<file path="src/rtl/loader_byte_fifo.sv">
`default_nettype none
// ============================================================================
// Module   : loader_byte_fifo
// Purpose  : Merges the SD loader byte stream and the UART demux ROM port
//            into a single paced byte stream for GameLoader. The block locks
//            to whichever source delivers the first byte, buffers bytes in a
//            small circular FIFO, and emits them as one-cycle strobes. Strobes
//            are separated by a guaranteed minimum gap and are held off while
//            stall is high.
// Ports    : clk, resetn (async, active low), flush (sync clear)
//            sd_data/sd_valid                   - SD loader byte + strobe
//            uart_data/uart_addr/uart_write     - UART demux write port
//            stall                              - downstream busy
//            out_data/out_clk                   - GameLoader indata/indata_clk
//            src_lock                           - 00 none, 01 SD, 10 UART
//            level, overflow, drop_count, fwd_count - status
// Revision : 1.0 - initial release
// ============================================================================
module loader_byte_fifo #(
  parameter int          DEPTH     = 16,
  parameter int          GAP       = 4,
  parameter logic [7:0]  UART_ADDR = 8'h37
) (
  input  logic                     clk,
  input  logic                     resetn,
  input  logic                     flush,
  input  logic [7:0]               sd_data,
  input  logic                     sd_valid,
  input  logic [7:0]               uart_data,
  input  logic [7:0]               uart_addr,
  input  logic                     uart_write,
  input  logic                     stall,
  output logic [7:0]               out_data,
  output logic                     out_clk,
  output logic [1:0]               src_lock,
  output logic [$clog2(DEPTH):0]   level,
  output logic                     overflow,
  output logic [7:0]               drop_count,
  output logic [21:0]              fwd_count
);

  localparam int AW = $clog2(DEPTH);
  localparam int GW = (GAP > 1) ? $clog2(GAP) : 1;

  localparam logic [GW-1:0] c_GAP_LOAD = GW'(GAP - 1);
  localparam logic [GW-1:0] c_GAP_ONE  = GW'(1);
  localparam logic [AW:0]   c_PTR_ONE  = (AW+1)'(1);

  localparam logic [0:0] c_ST_IDLE = 1'b0;
  localparam logic [0:0] c_ST_GAP  = 1'b1;

  localparam logic [1:0] c_LOCK_NONE = 2'b00;
  localparam logic [1:0] c_LOCK_SD   = 2'b01;
  localparam logic [1:0] c_LOCK_UART = 2'b10;

  logic [7:0]    r_mem [DEPTH];
  logic [AW:0]   r_wr_ptr, r_rd_ptr;
  logic [0:0]    r_state, w_state_nx;
  logic [GW-1:0] r_gap_cnt, w_gap_nx;
  logic [7:0]    r_out_data;
  logic          r_out_clk;
  logic [1:0]    r_lock, w_lock_nx;
  logic          r_ovf;
  logic [7:0]    r_drop;
  logic [21:0]   r_fwd;

  logic          w_empty, w_full, w_uart_q;
  logic          w_acc, w_drop_src, w_pop, w_push, w_ovf_drop;
  logic [7:0]    w_acc_data;
  logic [1:0]    w_drop_inc;
  logic [8:0]    w_drop_sum;

  assign w_empty  = (r_wr_ptr == r_rd_ptr);
  assign w_full   = (r_wr_ptr[AW] != r_rd_ptr[AW]) &&
                    (r_wr_ptr[AW-1:0] == r_rd_ptr[AW-1:0]);
  assign w_uart_q = uart_write && (uart_addr == UART_ADDR);

  // Source arbitration: SD wins a simultaneous first byte; once locked,
  // only the locked source is accepted and the other source is dropped.
  always_comb begin
    w_acc      = 1'b0;
    w_acc_data = sd_data;
    w_lock_nx  = r_lock;
    w_drop_src = 1'b0;
    case (r_lock)
      c_LOCK_NONE: begin
        if (sd_valid) begin
          w_acc      = 1'b1;
          w_lock_nx  = c_LOCK_SD;
          w_drop_src = w_uart_q;
        end else if (w_uart_q) begin
          w_acc      = 1'b1;
          w_acc_data = uart_data;
          w_lock_nx  = c_LOCK_UART;
        end
      end
      c_LOCK_SD: begin
        w_acc      = sd_valid;
        w_drop_src = w_uart_q;
      end
      c_LOCK_UART: begin
        w_acc      = w_uart_q;
        w_acc_data = uart_data;
        w_drop_src = sd_valid;
      end
      default: begin
        w_acc = 1'b0;
      end
    endcase
  end

  // FSM output: pop decision, only taken while idle.
  always_comb begin
    w_pop = (r_state == c_ST_IDLE) && !w_empty && !stall;
  end

  // A full FIFO still accepts a byte when the head leaves in the same cycle.
  assign w_push     = w_acc && (!w_full || w_pop);
  assign w_ovf_drop = w_acc && !w_push;
  assign w_drop_inc = {1'b0, w_drop_src} + {1'b0, w_ovf_drop};
  assign w_drop_sum = {1'b0, r_drop} + {7'b0, w_drop_inc};

  // FSM next state. The GAP state always lasts at least one cycle, so
  // GAP==1 still spaces strobes two cycles apart.
  always_comb begin
    w_state_nx = r_state;
    w_gap_nx   = r_gap_cnt;
    case (r_state)
      c_ST_IDLE: begin
        if (w_pop) begin
          w_state_nx = c_ST_GAP;
          w_gap_nx   = c_GAP_LOAD;
        end
      end
      c_ST_GAP: begin
        if (r_gap_cnt <= c_GAP_ONE) begin
          w_state_nx = c_ST_IDLE;
        end else begin
          w_gap_nx = r_gap_cnt - c_GAP_ONE;
        end
      end
      default: begin
        w_state_nx = c_ST_IDLE;
      end
    endcase
  end

  // FSM state register
  always_ff @(posedge clk or negedge resetn) begin
    if (!resetn) begin
      r_state   <= c_ST_IDLE;
      r_gap_cnt <= '0;
    end else if (flush) begin
      r_state   <= c_ST_IDLE;
      r_gap_cnt <= '0;
    end else begin
      r_state   <= w_state_nx;
      r_gap_cnt <= w_gap_nx;
    end
  end

  // Storage array carries no reset; pointers define validity.
  always_ff @(posedge clk) begin
    if (!flush && w_push) begin
      r_mem[r_wr_ptr[AW-1:0]] <= w_acc_data;
    end
  end

  always_ff @(posedge clk or negedge resetn) begin
    if (!resetn) begin
      r_wr_ptr   <= '0;
      r_rd_ptr   <= '0;
      r_out_data <= '0;
      r_out_clk  <= 1'b0;
      r_lock     <= c_LOCK_NONE;
      r_ovf      <= 1'b0;
      r_drop     <= '0;
      r_fwd      <= '0;
    end else if (flush) begin
      // out_data deliberately keeps its last value across a flush.
      r_wr_ptr  <= '0;
      r_rd_ptr  <= '0;
      r_out_clk <= 1'b0;
      r_lock    <= c_LOCK_NONE;
      r_ovf     <= 1'b0;
      r_drop    <= '0;
      r_fwd     <= '0;
    end else begin
      r_lock    <= w_lock_nx;
      r_out_clk <= w_pop;
      if (w_push) begin
        r_wr_ptr <= r_wr_ptr + c_PTR_ONE;
      end
      if (w_pop) begin
        r_out_data <= r_mem[r_rd_ptr[AW-1:0]];
        r_rd_ptr   <= r_rd_ptr + c_PTR_ONE;
        r_fwd      <= r_fwd + 22'd1;
      end
      if (w_ovf_drop) begin
        r_ovf <= 1'b1;
      end
      r_drop <= w_drop_sum[8] ? 8'hFF : w_drop_sum[7:0];
    end
  end

  assign out_data   = r_out_data;
  assign out_clk    = r_out_clk;
  assign src_lock   = r_lock;
  assign level      = r_wr_ptr - r_rd_ptr;
  assign overflow   = r_ovf;
  assign drop_count = r_drop;
  assign fwd_count  = r_fwd;

endmodule
`default_nettype wire
</file>
<file path="config.mk">
export PLATFORM = sky130hd
export DESIGN_NAME = loader_byte_fifo
export DESIGN_NICKNAME = d
export VERILOG_FILES = /design/src/rtl/loader_byte_fifo.sv
export SDC_FILE = /design/constraint.sdc
export NUM_CORES = 1
export LEC_CHECK = 0
export ABC_AREA = 1
export CORE_MARGIN = 3
export CORE_UTILIZATION = 30
export DETAILED_ROUTE_END_ITERATION = 16
export PLACE_DENSITY = 0.48
export REMOVE_ABC_BUFFERS = 1
export SLEW_MARGIN = 20
export SYNTH_ARGS = -nofsm -noshare
export SYNTH_HDL_FRONTEND = slang
export SYNTH_SLANG_ARGS = --single-unit
</file>
<file path="constraint.sdc">
create_clock -name clk -period 3.15 [get_ports clk]
set_clock_uncertainty 0.05 [all_clocks]
set_input_delay 0.315 -clock clk [delete_from_list [all_inputs] [get_ports clk]]
set_output_delay 0.315 -clock clk [all_outputs]
set_load 0.005 [all_outputs]
</file>
Word level (Yosys, flattened, before mapping)

Memory sizes are Yosys's and may differ from the RTL's. A register that Yosys moved wholly into a read port is not among the register bits.
Index checks and enable logic that the tools add are counted.

Bits in writable memories: 128
Flip-flop bits (word level): 47
Input bits: 30
Logic and storage cells: 84
Output and inout bits: 47
Memories: 1

Multiplexer cells: 33
Reductions and logical operators: 23
$add $sub $neg: 7
Bitwise logic cells: 2
Magnitude comparators: 1
Equality and inequality tests: 8

Memory list:

| name  | words | bits a word | read ports | clocked after Yosys merged registers in | wr ports | line | text |
|---|---|---|---|---|---|---|---|
| r_mem | 16    | 8           | 1          | 1                                       | 1        | 56   | `logic [7:0] r_mem [DEPTH];` |

Operators by type and width:

| cell                                                            | number |
|---|---|
| 22-bit two-way mux                                              | 2 |
| 8-bit two-way mux                                               | 4 |
| 22-bit by 1-bit adder with 22-bit output, second input constant | 1 |
| 5-bit two-way mux                                               | 4 |
| 8-bit case mux with 2 select lines                              | 1 |
| 2-bit two-way mux                                               | 7 |
| 1-bit two-way mux                                               | 11 |
| 5-bit by 1-bit adder with 5-bit output, second input constant   | 2 |
| 8-bit by 2-bit adder with 9-bit output                          | 1 |
| 8-bit by 6-bit == test with 1-bit output, second input constant | 1 |
| 2-bit nonzero test                                              | 4 |
| 1-bit logical AND                                               | 7 |
| 1-bit zero test                                                 | 6 |
| 3-bit != test, second input constant                            | 2 |
| 1-bit case mux with 3 select lines                              | 2 |
| 2-bit AND reduction                                             | 3 |
| 5-bit == test                                                   | 1 |
| 5-bit subtractor                                                | 1 |
| 4-bit == test                                                   | 1 |
| 2-bit case mux with 2 select lines                              | 1 |
| 3-bit nonzero test                                              | 1 |
| 1-bit by 1-bit adder with 2-bit output                          | 1 |
| 2-bit by 1-bit == test with 1-bit output, second input constant | 1 |
| 2-bit == test, second input constant                            | 1 |
| 7 further kinds                                                 | 8 |

Depth between registers and ports, before layout

Depth after elaboration: 12
Gate-level depth with buffers: 15
Depth with buffers taken out: 14

Worst setup path after synthesis

OpenSTA, ideal clock, no wires.

Path kind: flip-flop to flip-flop
Start: register r_rd_ptr[1]
End: memory r_mem[10][0], enable pin
Required time: 2717 ps
Data arrival time: 2269 ps
Path buffers: 2
Period minus slack after synthesis: 2702 ps
Stages on the path, launching flop included: 10
Setup time: 383 ps
Setup slack: 448 ps
Cells stage by stage: dfrtp_1 inv_2 clkbuf_1 ha_1 nand2_1 nor2_4 nand2_1 nand3_4 buf_6 nor3_1

Word-level cells in the longest chain between the ends: 9
Elaborated cells on any way between the ends: 12
Those cells by class: 2 x eq/ne; 2 x mux; 8 x reduce/logical

Ends and longest elaborated chain:

| what                                        | line | text |
|---|---|---|
| start: declaration                          | 57   | `logic [AW:0] r_wr_ptr, r_rd_ptr;` |
| start signal: assignment                    | 196  | `r_rd_ptr <= r_rd_ptr + c_PTR_ONE;` |
| 5-bit == test                               | 73   | `assign w_empty = (r_wr_ptr == r_rd_ptr);` |
| 1-bit zero test                             | 114  | `w_pop = (r_state == c_ST_IDLE) && !w_empty && !stall;` |
| 1-bit logical AND (2 in series)             | 114  |  |
| 1-bit logical OR (*)                        | 118  | `assign w_push = w_acc && (!w_full \|\| w_pop);` |
| 1-bit logical AND (*)                       | 118  |  |
| 1-bit logical AND (*)                       | 164  | `if (!flush && w_push) begin` |
| 1-bit two-way mux (*)                       | 164  |  |
| 1-bit two-way mux (implied by the code) (*) | 165  | `r_mem[r_wr_ptr[AW-1:0]] <= w_acc_data;` |
| end: declaration                            | 56   |  |

Every way passes the cells marked *; elsewhere a longest branch is shown, timed or not.

Worst setup path after layout

Start: register r_wr_ptr[0]
End: output level[4]

Word-level cells in the longest chain between the ends: 1

Ends and longest elaborated chain:

| what                     | line | text |
|---|---|---|
| start: declaration       | 57   |  |
| start signal: assignment | 192  | `r_wr_ptr <= r_wr_ptr + c_PTR_ONE;` |
| 5-bit subtractor         | 209  | `assign level = r_wr_ptr - r_rd_ptr;` |
| end: declaration         | 36   | `output logic [$clog2(DEPTH):0] level,` |

No other way between the ends.

==> results.json <==
{
  "maxCapViolCount": 0,
  "drc": 0,
  "syn_area_per_cell_um2": 9.22,
  "ys_ff_latch": 183,
  "coreArea_mm2": 0.0283,
  "routed-wl-met2_mm": 10.3,
  "antenna_found_initial": 0,
  "dp_hpwl_mm": 14.6,
  "fin_crit_sh_pct": 91.5,
  "yosysSeqAreaShare_pct": 59.5,
  "via_count": 6498,
  "cts_buffers": 17,
  "synth_common_cells": "297 x nand2_1, 128 x edfxtp_1, 109 x nor2_1",
  "grt_max_degree": 68,
  "htreeDepth": 4,
  "clk_path_buf_depth": 2,
  "grt_pass1_wl_mm": 36.0,
  "p_leak_nw": 4.28,
  "die_x_um": 177,
  "drive_gt1_share_pct": 8.22,
  "cp.required_ns": 2.78,
  "clock-sinks": 183,
  "synthArstFlopShare_pct": 30.1,
  "dieArea_mm2": 0.0313,
  "num_io_pins": 77,
  "start_util_pct": 31.0,
  "pre_cts_ws_ns": 0.187,
  "cp_max_fo": 5,
  "slew_headroom_pct": 48.7,
  "p_per_area_mw_per_mm2": 543,
  "route.met3.wl_um": 852,
  "port_buffers": 76,
  "num_rows": 61,
  "cts_tree": "yes",
  "nNetsFinal": 1089,
  "totalWireLength_mm": 22.4,
  "antenna_left": 0,
  "wl_met1_mm": 11.0,
  "hold_viol": 0,
  "synth.area.top_cells": "edfxtp_1 44%, dfrtp_1 16%, nand2_1 13%, nor2_1 4.7%, nand3_1 4.2%",
  "syn_area_mm2": 0.00877,
  "cpPeakStageDelay_ns": 0.53,
  "viasPerCell": 4.53,
  "root_buffer": "clkbuf_16",
  "r2r_cells": 13,
  "cp-end-kind": "output pin",
  "worst_slack_ns": 0.267,
  "synth_top_area_share_pct": 43.8,
  "syn2layout_area_growth_pct": 21.1,
  "period_needed_ns": 2.88,
  "rsz0062_at_grt": "false",
  "holdCritPathClass": "in2async",
  "start_kind": "register",
  "drt_iter0_markers": 357,
  "antenna_cells": 0,
  "worstPathCellList": "inv_1 > ha_1 > fa_1 > o21ai_0 > xor2_1 > clkdlybuf4s50_1",
  "die_h_um": 177,
  "clock_latency_ns": 0.42,
  "gp_congestion": 0.801,
  "dr.pass1.iters": 5,
  "grt_util_all_layers_pct": 14.8,
  "finalSetupViolCount": 0,
  "yosysUniqueCellTypes": 45,
  "cp.arrival_ns": 2.52,
  "crit_slowest_cell": "clkdlybuf4s50_1",
  "yosysMostFrequentCell": "nand2_1",
  "cts_setup_buffers": 0,
  "wl_per_cell_um": 15.6,
  "yosysWarnings": 0,
  "fin_area_mm2": 0.0106,
  "ys.flop_type": "edfxtp_1",
  "max_freq_ghz": 0.347,
  "peakVddDrop_mv": 0.367,
  "drv_slew": 0,
  "synthesis.instances": 951,
  "grt_pass1_vias": 6441,
  "placed_cell_area_mm2": 0.0100,
  "critPathKind": "reg2out",
  "grt_overflow_total": 0,
  "tightest_slew_ns": 0.769,
  "top_layer_used": "met4",
  "yosysTopAreaCell": "edfxtp_1",
  "synth_edf_count": 128,
  "status": "finished, final reports clean",
  "clk_pin_slew_ns": 0.07
}
final timing paths:
check | from | endpoint | slack (ns)
worst max-delay path | r_wr_ptr[0]$_DFFE_PN0P_ | level[4] | 0.27
worst min-delay path | resetn | fwd_count[17]$_DFFE_PN0P_ | 0.39
worst max register to register | r_wr_ptr[2]$_DFFE_PN0P_ | drop_count[3]$_DFF_PN0_ | 0.43
worst min register to register | r_gap_cnt[1]$_DFFE_PN0P_ | r_gap_cnt[1]$_DFFE_PN0P_ | 0.45
max in group asynchronous | resetn | out_data[2]$_DFFE_PN0P_ | 1.92
min in group clk | r_gap_cnt[1]$_DFFE_PN0P_ | r_gap_cnt[1]$_DFFE_PN0P_ | 0.45
critical path: cells and delay by family, from the launching register on:
kind	cells	cell delay, ns
AOI/OAI and AO/OA	1	0.23
xor gates and xnor gates	1	0.19
adders and majority gates	2	0.63
buffers and inverters	2	0.64
DFF	1	0.41
routing by layer:
| layer | GRT usage, % | up-vias |
|---|---|---|
| li1 | - | 3309 |
| met1 | 21.2 | 3018 |
| met2 | 23.4 | 153 |
| met3 | 2.25 | 18 |
| met4 | 3.63 | 0 |
| met5 | 0 | - |
area by class of cell:
type                            count  area [um2]
Fill cell                        2840       17700
Clock buffer                       19         433
Sequential cell                   183        5220
Clock inverter                     13         125
Multi-Input combinational cell    642        3010
Inverter                           92         348
Tap cell                          378         473
Timing Repair Buffer              109        1010
registers in the layout, summed over array words and instances (netlist names):
name / cells
out_data: 8
drop_count: 8
out_clk: 1
r_mem: 128
r_gap_cnt: 2
src_lock: 2
r_rd_ptr: 5
fwd_count: 22
r_state: 1
r_wr_ptr: 5
overflow: 1
per-stage QoR:
step                util (%)  hold WS, ns  setup TNS (ns)  std cells  power (mW)
floorplan                  -      -0.0306           -4.78        917        3.33
global route            37.5        0.430               0       1436        6.06
global placement        35.5        0.304               0       1403        3.79
finish                  37.5        0.386               0       1436        5.77
CTS                     37.5        0.402               0       1436        5.85
detailed placement      35.5        0.310               0       1403        3.81
what timing repair did:
| action | CTS | global route |
|---|---|---|
| gates resized for setup | 0 | 0 |
| hold buffers | 1 | 0 |
| hold endpoints to repair | 23 | 0 |
| setup endpoints to repair | 0 | 0 |
power by group:
group	internal (mW)	switching (mW)
Combinational	0.398	0.620
Sequential	2.67	0.0488
Clock	1.10	0.935
Total	4.16	1.60
placed cells by master, fill, tap and decap left out, types with 7 or more instances in the layout:
master	count
clkbuf_16	17
xor2_1	7
nand4_1	20
nand2_1	297
nand3_1	73
nor2_1	109
edfxtp_1	128
a21oi_1	12
nor3_1	17
buf_4	32
clkdlybuf4s50_1	75
o21ai_0	44
ha_1	12
dfrtp_1	54
nand3b_1	8
inv_1	80
cells by family (layout without fill, tap and decap cells):
group                    count (synthesis)  count (layout)  synth area share [%]
AO/OA/AOI/OAI                           69              69                  4.21
XOR/XNOR                                10              10                 0.999
adder cells (fa/ha/maj)                 14              14                  2.17
buffers and inverters                  126             233                  6.12
flip-flops                             183             183                  59.5
AND/OR/NAND/NOR                        549             549                  27.0
Note: power is estimated with default switching activity, not from simulation.
